**src/rtl/riscv_lsu_if.sv**
```systemverilog
// rtl/riscv_lsu_if.sv - core request/response and data-memory bus signals of the load-store unit
interface riscv_lsu_if;
  logic        core_req_i;
  logic        core_we_i;
  logic [2:0]  core_size_i;
  logic [31:0] core_addr_i;
  logic [31:0] core_wd_i;
  logic [31:0] core_rd_o;
  logic        core_stall_o;
  logic        mem_req_o;
  logic        mem_we_o;
  logic [3:0]  mem_be_o;
  logic [31:0] mem_addr_o;
  logic [31:0] mem_wd_o;
  logic [31:0] mem_rd_i;
  logic        mem_ready_i;

  modport slave (
    input  core_req_i, core_we_i, core_size_i, core_addr_i, core_wd_i,
    input  mem_rd_i, mem_ready_i,
    output core_rd_o, core_stall_o,
    output mem_req_o, mem_we_o, mem_be_o, mem_addr_o, mem_wd_o
  );

  modport master (
    output core_req_i, core_we_i, core_size_i, core_addr_i, core_wd_i,
    output mem_rd_i, mem_ready_i,
    input  core_rd_o, core_stall_o,
    input  mem_req_o, mem_we_o, mem_be_o, mem_addr_o, mem_wd_o
  );
endinterface

```
**src/rtl/riscv_lsu.sv**
```systemverilog
// rtl/riscv_lsu.sv - data-side load-store unit: bus lane mapping, load extension, optional watchdog
// Optional misaligned-access trap enabled by defining LSU_MISALIGN_EN.
module riscv_lsu #(
  parameter int TIMEOUT = 0,
  parameter int TO_W    = 8
) (
  input  logic       clk_i,
  input  logic       rst_i,
  riscv_lsu_if.slave bus,
  output logic       bus_err_o
`ifdef LSU_MISALIGN_EN
  ,
  output logic       misalign_o
`endif
);

  typedef enum logic [1:0] {IDLE = 2'd0, BUSY = 2'd1, DONE = 2'd2} state_t;

  state_t           state_q, state_d;
  logic             req_q, we_q, err_q, stall;
  logic [3:0]       be_q, be_d;
  logic [31:0]      addr_q, wd_q, rd_q, wd_d, load_fmt;
  logic [2:0]       size_q;
  logic [1:0]       off_q;
  logic [TO_W-1:0]  cnt_q;
  logic [7:0]       lane_b;
  logic [15:0]      lane_h;
  logic             misal, timeout;

  // Store lanes: bytes and halfwords are replicated so any lane the enables select carries the data.
  always_comb begin
    be_d = 4'b1111;
    wd_d = bus.core_wd_i;
    case (bus.core_size_i)
      3'd0, 3'd4: begin
        be_d = 4'b0001 << bus.core_addr_i[1:0];
        wd_d = {4{bus.core_wd_i[7:0]}};
      end
      3'd1, 3'd5: begin
        be_d = bus.core_addr_i[1] ? 4'b1100 : 4'b0011;
        wd_d = {2{bus.core_wd_i[15:0]}};
      end
      default: ;
    endcase
  end

  assign lane_b = bus.mem_rd_i[{off_q, 3'b000} +: 8];
  assign lane_h = off_q[1] ? bus.mem_rd_i[31:16] : bus.mem_rd_i[15:0];

  always_comb begin
    case (size_q)
      3'd0:    load_fmt = {{24{lane_b[7]}}, lane_b};
      3'd4:    load_fmt = {24'd0, lane_b};
      3'd1:    load_fmt = {{16{lane_h[15]}}, lane_h};
      3'd5:    load_fmt = {16'd0, lane_h};
      default: load_fmt = bus.mem_rd_i;
    endcase
  end

  // Fires on the last permitted BUSY cycle; a ready in that same cycle still wins.
  assign timeout = (TIMEOUT != 0) && (cnt_q == TO_W'(TIMEOUT - 1));

`ifdef LSU_MISALIGN_EN
  logic mis_q;

  always_comb begin
    case (bus.core_size_i)
      3'd0, 3'd4: misal = 1'b0;
      3'd1, 3'd5: misal = bus.core_addr_i[0];
      default:    misal = |bus.core_addr_i[1:0];
    endcase
  end

  always_ff @(posedge clk_i) begin
    if (rst_i) mis_q <= 1'b0;
    else       mis_q <= (state_q == IDLE) && bus.core_req_i && misal;
  end

  assign misalign_o = mis_q;
`else
  assign misal = 1'b0;
`endif

  always_comb begin
    state_d = state_q;
    stall   = 1'b0;
    case (state_q)
      IDLE: begin
        stall = bus.core_req_i;
        if (bus.core_req_i) state_d = misal ? DONE : BUSY;
      end
      BUSY: begin
        stall = 1'b1;
        if (bus.mem_ready_i || timeout) state_d = DONE;
      end
      DONE:    state_d = IDLE;
      default: state_d = IDLE;
    endcase
  end

  always_ff @(posedge clk_i) begin
    if (rst_i) begin
      state_q <= IDLE;
      req_q   <= 1'b0;
      we_q    <= 1'b0;
      be_q    <= 4'd0;
      addr_q  <= 32'd0;
      wd_q    <= 32'd0;
      rd_q    <= 32'd0;
      err_q   <= 1'b0;
      size_q  <= 3'd0;
      off_q   <= 2'd0;
      cnt_q   <= '0;
    end else begin
      state_q <= state_d;
      err_q   <= 1'b0;
      case (state_q)
        IDLE: begin
          cnt_q <= '0;
          if (bus.core_req_i) begin
            addr_q <= {bus.core_addr_i[31:2], 2'b00};
            we_q   <= bus.core_we_i;
            be_q   <= be_d;
            wd_q   <= wd_d;
            size_q <= bus.core_size_i;
            off_q  <= bus.core_addr_i[1:0];
            if (misal) rd_q  <= 32'd0;
            else       req_q <= 1'b1;
          end
        end
        BUSY: begin
          if (bus.mem_ready_i) begin
            req_q <= 1'b0;
            if (!we_q) rd_q <= load_fmt;
          end else if (timeout) begin
            req_q <= 1'b0;
            rd_q  <= 32'd0;
            err_q <= 1'b1;
          end else begin
            cnt_q <= cnt_q + TO_W'(1);
          end
        end
        DONE:    cnt_q <= '0;
        default: ;
      endcase
    end
  end

  assign bus.core_stall_o = stall;
  assign bus.core_rd_o    = rd_q;
  assign bus.mem_req_o    = req_q;
  assign bus.mem_we_o     = we_q;
  assign bus.mem_be_o     = be_q;
  assign bus.mem_addr_o   = addr_q;
  assign bus.mem_wd_o     = wd_q;
  assign bus_err_o        = err_q;

endmodule

```
**src/flat_wrapper.sv**
```systemverilog
// flat-port wrapper written by rule: the top's interface ports become plain ports
module riscv_lsu_flat 
#(
  parameter int TIMEOUT = 0,
  parameter int TO_W    = 8
)
  (clk_i, rst_i, bus_err_o, bus_core_req_i, bus_core_we_i, bus_core_size_i, bus_core_addr_i, bus_core_wd_i, bus_mem_rd_i, bus_mem_ready_i, bus_core_rd_o, bus_core_stall_o, bus_mem_req_o, bus_mem_we_o, bus_mem_be_o, bus_mem_addr_o, bus_mem_wd_o);
  riscv_lsu_if bus_i ();
  input  logic clk_i;
  input  logic rst_i;
  output logic bus_err_o;
  input wire logic [$bits(bus_i.core_req_i)-1:0] bus_core_req_i;
  input wire logic [$bits(bus_i.core_we_i)-1:0] bus_core_we_i;
  input wire logic [$bits(bus_i.core_size_i)-1:0] bus_core_size_i;
  input wire logic [$bits(bus_i.core_addr_i)-1:0] bus_core_addr_i;
  input wire logic [$bits(bus_i.core_wd_i)-1:0] bus_core_wd_i;
  input wire logic [$bits(bus_i.mem_rd_i)-1:0] bus_mem_rd_i;
  input wire logic [$bits(bus_i.mem_ready_i)-1:0] bus_mem_ready_i;
  output wire logic [$bits(bus_i.core_rd_o)-1:0] bus_core_rd_o;
  output wire logic [$bits(bus_i.core_stall_o)-1:0] bus_core_stall_o;
  output wire logic [$bits(bus_i.mem_req_o)-1:0] bus_mem_req_o;
  output wire logic [$bits(bus_i.mem_we_o)-1:0] bus_mem_we_o;
  output wire logic [$bits(bus_i.mem_be_o)-1:0] bus_mem_be_o;
  output wire logic [$bits(bus_i.mem_addr_o)-1:0] bus_mem_addr_o;
  output wire logic [$bits(bus_i.mem_wd_o)-1:0] bus_mem_wd_o;
  assign bus_i.core_req_i = bus_core_req_i;
  assign bus_i.core_we_i = bus_core_we_i;
  assign bus_i.core_size_i = bus_core_size_i;
  assign bus_i.core_addr_i = bus_core_addr_i;
  assign bus_i.core_wd_i = bus_core_wd_i;
  assign bus_i.mem_rd_i = bus_mem_rd_i;
  assign bus_i.mem_ready_i = bus_mem_ready_i;
  assign bus_core_rd_o = bus_i.core_rd_o;
  assign bus_core_stall_o = bus_i.core_stall_o;
  assign bus_mem_req_o = bus_i.mem_req_o;
  assign bus_mem_we_o = bus_i.mem_we_o;
  assign bus_mem_be_o = bus_i.mem_be_o;
  assign bus_mem_addr_o = bus_i.mem_addr_o;
  assign bus_mem_wd_o = bus_i.mem_wd_o;
  riscv_lsu #(.TIMEOUT(TIMEOUT), .TO_W(TO_W)) u_core (.clk_i(clk_i), .rst_i(rst_i), .bus(bus_i), .bus_err_o(bus_err_o));
endmodule
```
**config.mk**
```make
export PLATFORM = sky130hd
export DESIGN_NAME = riscv_lsu_flat
export DESIGN_NICKNAME = d
export VERILOG_FILES = /design/src/rtl/riscv_lsu_if.sv /design/src/rtl/riscv_lsu.sv /design/src/flat_wrapper.sv
export SDC_FILE = /design/constraint.sdc
export NUM_CORES = 1
export LEC_CHECK = 0
export ABC_AREA = 0
export CAP_MARGIN = 25
export CORE_MARGIN = 1.5
export CORE_UTILIZATION = 42
export DETAILED_ROUTE_END_ITERATION = 12
export PLACE_DENSITY = 0.92
export REMOVE_ABC_BUFFERS = 1
export SETUP_SLACK_MARGIN = 0.05
export SKIP_CTS_REPAIR_TIMING = 1
export SLEW_MARGIN = 20
export SYNTH_ARGS = -nofsm -noshare
export SYNTH_HDL_FRONTEND = slang
export SYNTH_SLANG_ARGS = --single-unit
```
**constraint.sdc**
```tcl
create_clock -name clk_i -period 2.2 [get_ports clk_i]
set_clock_uncertainty 0.1 [all_clocks]
set_input_delay 0.33 -clock clk_i [delete_from_list [all_inputs] [get_ports clk_i]]
set_output_delay 0.33 -clock clk_i [all_outputs]
set_load 0.03 [all_outputs]
```
==> results of run 1 <==
==> registers in the layout (all words and copies together), names as in the netlist <==
name	count
u_core.bus.core_rd_o	32
u_core.bus.mem_wd_o	32
u_core.bus.mem_addr_o	30
u_core.bus.mem_be_o	4
u_core.size_q	3
u_core.off_q	2
u_core.state_q	2
u_core.bus.mem_req_o	1
u_core.bus.mem_we_o	1
==> final cells by class <==
class / count / area share (%)
Sequential cell: 107 / 30.5
Timing Repair Buffer: 229 / 32.1
Tap cell: 140 / 2.50
Clock inverter: 7 / 0.927
Inverter: 7 / 0.374
Clock buffer: 9 / 1.76
Multi-Input combinational cell: 424 / 31.8
==> metal layers <==
| metal | GRT usage, % | vias up | part of all wire [%] |
|---|---|---|---|
| li1 | - | 2389 | - |
| met1 | 27.8 | 2193 | 39 |
| met2 | 40.2 | 238 | 48 |
| met3 | 7.32 | 25 | 10 |
| met4 | 9.30 | 0 | 2.5 |
| met5 | 0 | - | 0 |
==> logic make-up (layout without fill, tap and decap cells) <==
group,after synthesis,in the layout,share of synthesized area [%]
buffers and inverters,58,252,5.48
AOI/OAI and AO/OA,175,175,22.6
other,1,3,0.0813
muxes,27,27,5.91
and+or+nand+nor,219,219,19.5
DFF,107,107,46.4
==> placed cells by master, fill, tap and decap left out, types with 8 or more instances in the layout <==
master	Yosys	final
clkdlybuf4s50_1	0	202
nor2_1	41	41
nand2_1	152	152
buf_4	3	23
a311oi_1	8	8
a211oi_1	14	14
o21ai_0	47	47
a21oi_1	80	80
mux2i_1	25	25
clkbuf_8	0	9
dfxtp_1	107	107
==> stage by stage <==
step                hold slack, ns  instance area [um^2]  setup slack (ns)  TNS [ns]
floorplan                    0.299                  4390             -3.95   -253.32
global placement             0.341                  6830             0.147         0
detailed placement           0.348                  6830             0.104         0
CTS                          0.170                  7020            0.0571         0
global route                 0.192                  7020             0.262         0
finish                       0.185                  7020             0.278         0
==> report_power, final <==
part,switching (mW),leakage (nW),internal (mW)
combinational,0.696,1.62,0.571
sequential,0.0843,0.879,2.08
clock,0.750,0.0947,0.443
total,1.53,2.60,3.09
==> worst paths after layout <==
check / start / endpoint / slack, ns / cells past startpoint
max: u_core.bus.mem_wd_o[13] / bus_mem_wd_o[13] / 0.28 / 1
min: rst_i / u_core.bus.mem_addr_o[19] / 0.19 / 2
max reg2reg: u_core.state_q[0] / u_core.bus.core_rd_o[25] / 0.45 / 5
min reg2reg: u_core.bus.core_rd_o[14] / u_core.bus.core_rd_o[14] / 0.36 / 2
==> worst register-to-register path: stages, from the launching register on <==
cell and delay, ns:
dfxtp_1 0.47, inv_1 0.12, or3_1 0.49, a31oi_4 0.23
buf_12 0.16, a21oi_1 0.07
==> reports/metrics.cfg, run 1 <==
[cts]
path_clk_slew_ns = 0.12
cts_max_level = 3
cts_tree = built
clkSinkCount = 107
cts_root_buffer = clkbuf_8
cts_buffer_depth = 2
worstSkewPairLatency_ns = 0.37
cts_buffers = 9

[timing]
finalCritPeriodShare_pct = 87.4
max_freq_mhz = 520
layout_min_cycle_time_ns = 1.92
finalHoldViolCount = 0
worst_pin_slew_ns = 0.733
setup_violations = 0
rsz0062_at_grt = false
slew_headroom_pct = 51.1
final_max_slew_viol_count = 0

[setup_path]
crit_chain = clkdlybuf4s50_1
crit_family = buffers and inverters
crit_path_end_kind = output port
cp-start-kind = register
path_buf_inv = 1
worstSetupPathType = register to output port
required_ns = 1.77
crit_path_max_incr_delay_ns = 0.71
crit_slowest_cell = clkdlybuf4s50_1
crit_arrival_ns = 1.49
cp_max_fo = 2

[yosys]
synth_ff_type = dfxtp_1
synth-edff-count = 0
yosys-top-cells-area = dfxtp_1 46%, nand2_1 12%, a21oi_1 8.7%
synth_area_um2 = 4610
synth-seq-cells = 107
async_flop_share_pct = 0
synth.most_common_cell = nand2_1
yosysUniqueCellTypes = 39
synth_top_cell_area_share_pct = 46.4
postSynthAreaPerCell_um2 = 7.86
yosysWarnings = 0
ys_top_cells_by_count = 152 x nand2_1, 107 x dfxtp_1, 80 x a21oi_1, 47 x o21ai_0, 41 x nor2_1
synth_top_area_cell = dfxtp_1
ys_seq_area_share_pct = 46.4
postSynthCellCount = 587

[floorplanning]
rows = 38
core_area_um2 = 10800
die_h_um = 108
die_w_um = 108
start_util_pct = 42.7
dieArea_um2 = 11600
ioPinCount = 208

[layout]
num_antenna_cells = 0
nFillCells = 878
drive_above_1_share_pct = 7.15
instances_no_fill = 923
area_delta_synth_final_pct = 52.2
multiInputGateArea_um2 = 2240
regArea_um2 = 2140
fin_nets = 882
fin_util_pct = 65.0

[drt]
firstDrtPassIters = 4
dr_total_vias = 4845
first_iter_violations = 250
ant_nets = 0
drc = 0
wl_mm = 14.2
post_drt_wl_per_cell_um = 15.4
avgViaCountPerCell = 5.25

[placement]
dpl.hpwl_mm = 10.4
dp.cells = 907
gp_congestion = 0.880
port_buffers = 204

[outcome]
status = complete, no violations

[grt]
grt_max_degree = 71
overflow = 0
antenna_found_initial = 0
track_usage_pct = 23.7
grt_pass1_wl_mm = 21.8
grt_pass1_vias = 4550

[worst_hold_path]
hold_path.class = input pin to register

[power]
leakage_nw = 2.60
fin_total_pwr_mw = 4.62
power.density_nw_per_um2 = 658
vdd_drop_max_uv = 385

[flow_run]
max_cap_viol_count = 0

Power figures use the tool's default switching activity.
==> inputs of run 2 (changes only) <==
--- a/config.mk
+++ b/config.mk
@@ -6,7 +6,6 @@
 export NUM_CORES = 1
 export LEC_CHECK = 0
 export ABC_AREA = 0
-export CAP_MARGIN = 25
 export CORE_MARGIN = 1.5
 export CORE_UTILIZATION = 42
 export DETAILED_ROUTE_END_ITERATION = 12
==> results of run 2 <==
The final DEF is identical to that of run 1; final timing and power are the same.
==> inputs of run 3 (changes only) <==
--- a/config.mk
+++ b/config.mk
@@ -5,11 +5,12 @@
 export SDC_FILE = /design/constraint.sdc
 export NUM_CORES = 1
 export LEC_CHECK = 0
-export ABC_AREA = 0
+export ABC_AREA = 1
 export CORE_MARGIN = 1.5
 export CORE_UTILIZATION = 42
+export CTS_CLUSTER_DIAMETER = 200
 export DETAILED_ROUTE_END_ITERATION = 12
-export PLACE_DENSITY = 0.92
+export PLACE_DENSITY = 0.91
 export REMOVE_ABC_BUFFERS = 1
 export SETUP_SLACK_MARGIN = 0.05
 export SKIP_CTS_REPAIR_TIMING = 1
==> reports/metrics.cfg, run 3 <==
[floorplanning]
core_area_um2 = 10900  ; +1.3%
start_util_pct = 43.4  ; +0.67 points
rows = 38  ; unchanged
dieArea_um2 = 11900  ; +2.8%
die_h_um = 109  ; +1.4%
die_w_um = 109  ; +1.4%
ioPinCount = 208  ; unchanged

[drt]
drc = 0  ; unchanged
ant_nets = 0  ; unchanged
dr_total_vias = 5108  ; +5.4%
avgViaCountPerCell = 5.01  ; -4.6%
post_drt_wl_per_cell_um = 14.1  ; -8.7%
firstDrtPassIters = 5  ; +1
wl_mm = 14.4  ; +0.93%
first_iter_violations = 295  ; +18%

[setup_path]
cp-start-kind = input pin
required_ns = 2.31  ; +0.54 ns
crit_arrival_ns = 1.93  ; +0.44 ns
crit_chain = clkdlybuf4s50_1 -> nand2_4 -> buf_4 -> buf_4 -> nor2_1 -> o22ai_1 -> a21oi_1
worstSetupPathType = input pin to register
crit_slowest_cell = clkdlybuf4s50_1
path_buf_inv = 3  ; +2
ff2ff_setup_slack_ns = 0.41  ; -0.04 ns
worst_path_most_repeated_cell = buf_4
regToRegStartpoint = u_core.state_q[1]
cp-endpoint = u_core.bus.mem_wd_o[17]
crit_family = buffers and inverters
rr_endpoint = u_core.bus.mem_wd_o[17]
reg2reg_depth = 7  ; +2
crit_path_end_kind = register
crit_path_max_incr_delay_ns = 0.44  ; -0.27 ns
cp.depth = 7  ; +6
cp_max_fo = 42  ; +40
worstSetupStartpoint = bus_core_req_i

[cts]
cts_buffers = 9  ; unchanged
clkSinkCount = 107  ; unchanged
cts_max_level = 3  ; unchanged
path_clk_slew_ns = 0.08  ; -0.04 ns
cts_tree = built
cts_root_buffer = clkbuf_16
worstSkewPairLatency_ns = 0.33  ; -0.04 ns
cts_buffer_depth = 2  ; unchanged

[yosys]
postSynthAreaPerCell_um2 = 6.88  ; -12%
synth-seq-cells = 107  ; unchanged
synth_compound_area_share_pct = 18.8  ; -3.8 points
postSynthCellCount = 690  ; +18%
yosys-top-cells-area = dfxtp_1 45%, nor2_1 10%, nand2_1 9.4%
synthAdderAreaFrac_pct = 0  ; unchanged
synth_ff_type = dfxtp_1
synth_top_cell_area_share_pct = 45.1  ; -1.3 points
synth_top_family_by_area = simple AND/OR/NAND/NOR gates
ys_seq_area_share_pct = 45.1  ; -1.3 points
muxShareOfSynthArea_pct = 0  ; -5.9 points
synth_area_um2 = 4750  ; +2.9%
async_flop_share_pct = 0  ; unchanged
synth_top_area_cell = dfxtp_1
synth.most_common_cell = nor2_1
yosysUniqueCellTypes = 28  ; -28%
synth-edff-count = 0  ; unchanged
ys_top_cells_by_count = 129 x nor2_1, 119 x nand2_1, 107 x dfxtp_1, 74 x o21ai_0, 64 x inv_1
yosysWarnings = 0  ; unchanged
synthSimpleGateAreaFrac_pct = 25.6  ; +6.2 points
synth-xor-area-share_pct = 0  ; unchanged

[timing]
rsz0062_at_grt = false
setup_violations = 0  ; unchanged
fin_tns_setup_ns = 0  ; unchanged
final_max_slew_viol_count = 0  ; unchanged
worst_pin_slew_ns = 0.577  ; -0.156 ns
setup_slack_ns = 0.385  ; +0.107 ns
max_freq_mhz = 551  ; +5.9%
finalHoldViolCount = 0  ; unchanged
finalCritPeriodShare_pct = 82.5  ; -4.9 points
slew_headroom_pct = 61.6  ; +10 points
layout_min_cycle_time_ns = 1.81  ; -0.107 ns

[layout]
num_antenna_cells = 0  ; unchanged
drive_above_1_share_pct = 5.34  ; -1.8 points
layout_commonest_cell = clkdlybuf4s50_1
instances_no_fill = 1020  ; +11%
fin_nets = 979  ; +11%
area_delta_synth_final_pct = 50.7
final_cell_mix = 202 x clkdlybuf4s50_1, 129 x nor2_1, 119 x nand2_1

[grt]
grt_pass1_vias = 4790  ; +5.3%
track_usage_pct = 23.8  ; +0.094 points
grt_max_degree = 66  ; -7.0%
grt_pass1_wl_mm = 22.3  ; +2.1%
overflow = 0  ; unchanged
antenna_found_initial = 0  ; unchanged

[power]
power.density_nw_per_um2 = 718  ; +9.1%
vdd_drop_max_uv = 409  ; +6.1%
leakage_nw = 3.06  ; +18%

[placement]
port_buffers = 204  ; unchanged
dp.cells = 1004  ; +11%
dpl.hpwl_mm = 10.3  ; -1.2%
gp_congestion = 0.892  ; +1.3%
place_ws_ns = 0.0309  ; -0.0729 ns

[worst_hold_path]
hold_path.class = input pin to register
hold_start = rst_i

[outcome]
status = complete, no violations

[flow_run]
max_cap_viol_count = 0  ; unchanged

run 3: cell count changes after synthesis, sizes merged, moves of 8 or more:
cell and change:
nor2 +91, inv +64, o21ai +47, a21oi -35, nand3 +32, nand2 -28, mux2i -25, a211oi -13
clkbuf -12, a311oi -8
run 3: worst min-delay path, delay by kind of cell:
kind	cells	cell delay, ns
buffers and inverters	2	0.21
AOI/OAI and AO/OA	2	0.15
run 3: cell type report:
| class | instances | area, um^2 |
|---|---|---|
| tap | 140 | 175 |
| sequential | 107 | 2140 |
| fill | 959 | 3780 |
| clock buffer | 10 | 239 |
| timing repair buffer | 215 | 2150 |
| clock inverter | 6 | 52.6 |
| multi-input combinational | 469 | 2120 |
| inverter | 73 | 274 |
run 3: how the worst min path moves through the flow:
stage	end	slack, ns	cells after the start
2_1_floorplan	u_core.bus.core_rd_o[4]	0.30	1
3_3_place_gp	u_core.bus.core_rd_o[5]	0.35	2
3_5_place_dp	u_core.bus.mem_wd_o[6]	0.36	2
4_1_cts	u_core.bus.core_rd_o[1]	0.30	4
5_1_grt	u_core.bus.core_rd_o[3]	0.34	4
6_report	u_core.bus.core_rd_o[1]	0.29	4
run 3: kinds of logic (layout without fill, tap and decap cells):
kind of cell | count (synthesis) | count (layout)
and+or+nand+nor | 297 | 297
AOI/OAI and AO/OA | 169 | 169
buffers and inverters | 116 | 304
DFF | 107 | 107
other | 1 | 3
run 3: routing by layer:
layer | global-route usage, % | share of wire [%] | vias up
li1 | - | - | 2581
met1 | 28.7 | 41 | 2282
met2 | 40.4 | 49 | 210
met3 | 5.39 | 7.2 | 35
met4 | 10.5 | 3.1 | 0
met5 | 0 | 0 | -
run 3: power breakdown:
group          switching, mW  total [mW]  internal [mW]
Sequential            0.0848        2.17           2.09
Combinational          0.795        1.38          0.587
Clock                  0.761        1.58          0.820
Total                   1.64        5.14           3.50
run 3: through the flow:
step	area, um^2	power (mW)	util, %	hold WS, ns
finish	7150	5.14	65.4	0.294
global route	7150	5.37	65.4	0.338
CTS	7150	5.16	65.4	0.298
detailed placement	6860	3.59	62.7	0.356
global placement	6860	3.57	62.7	0.352
floorplan	4540	2.94	-	0.299
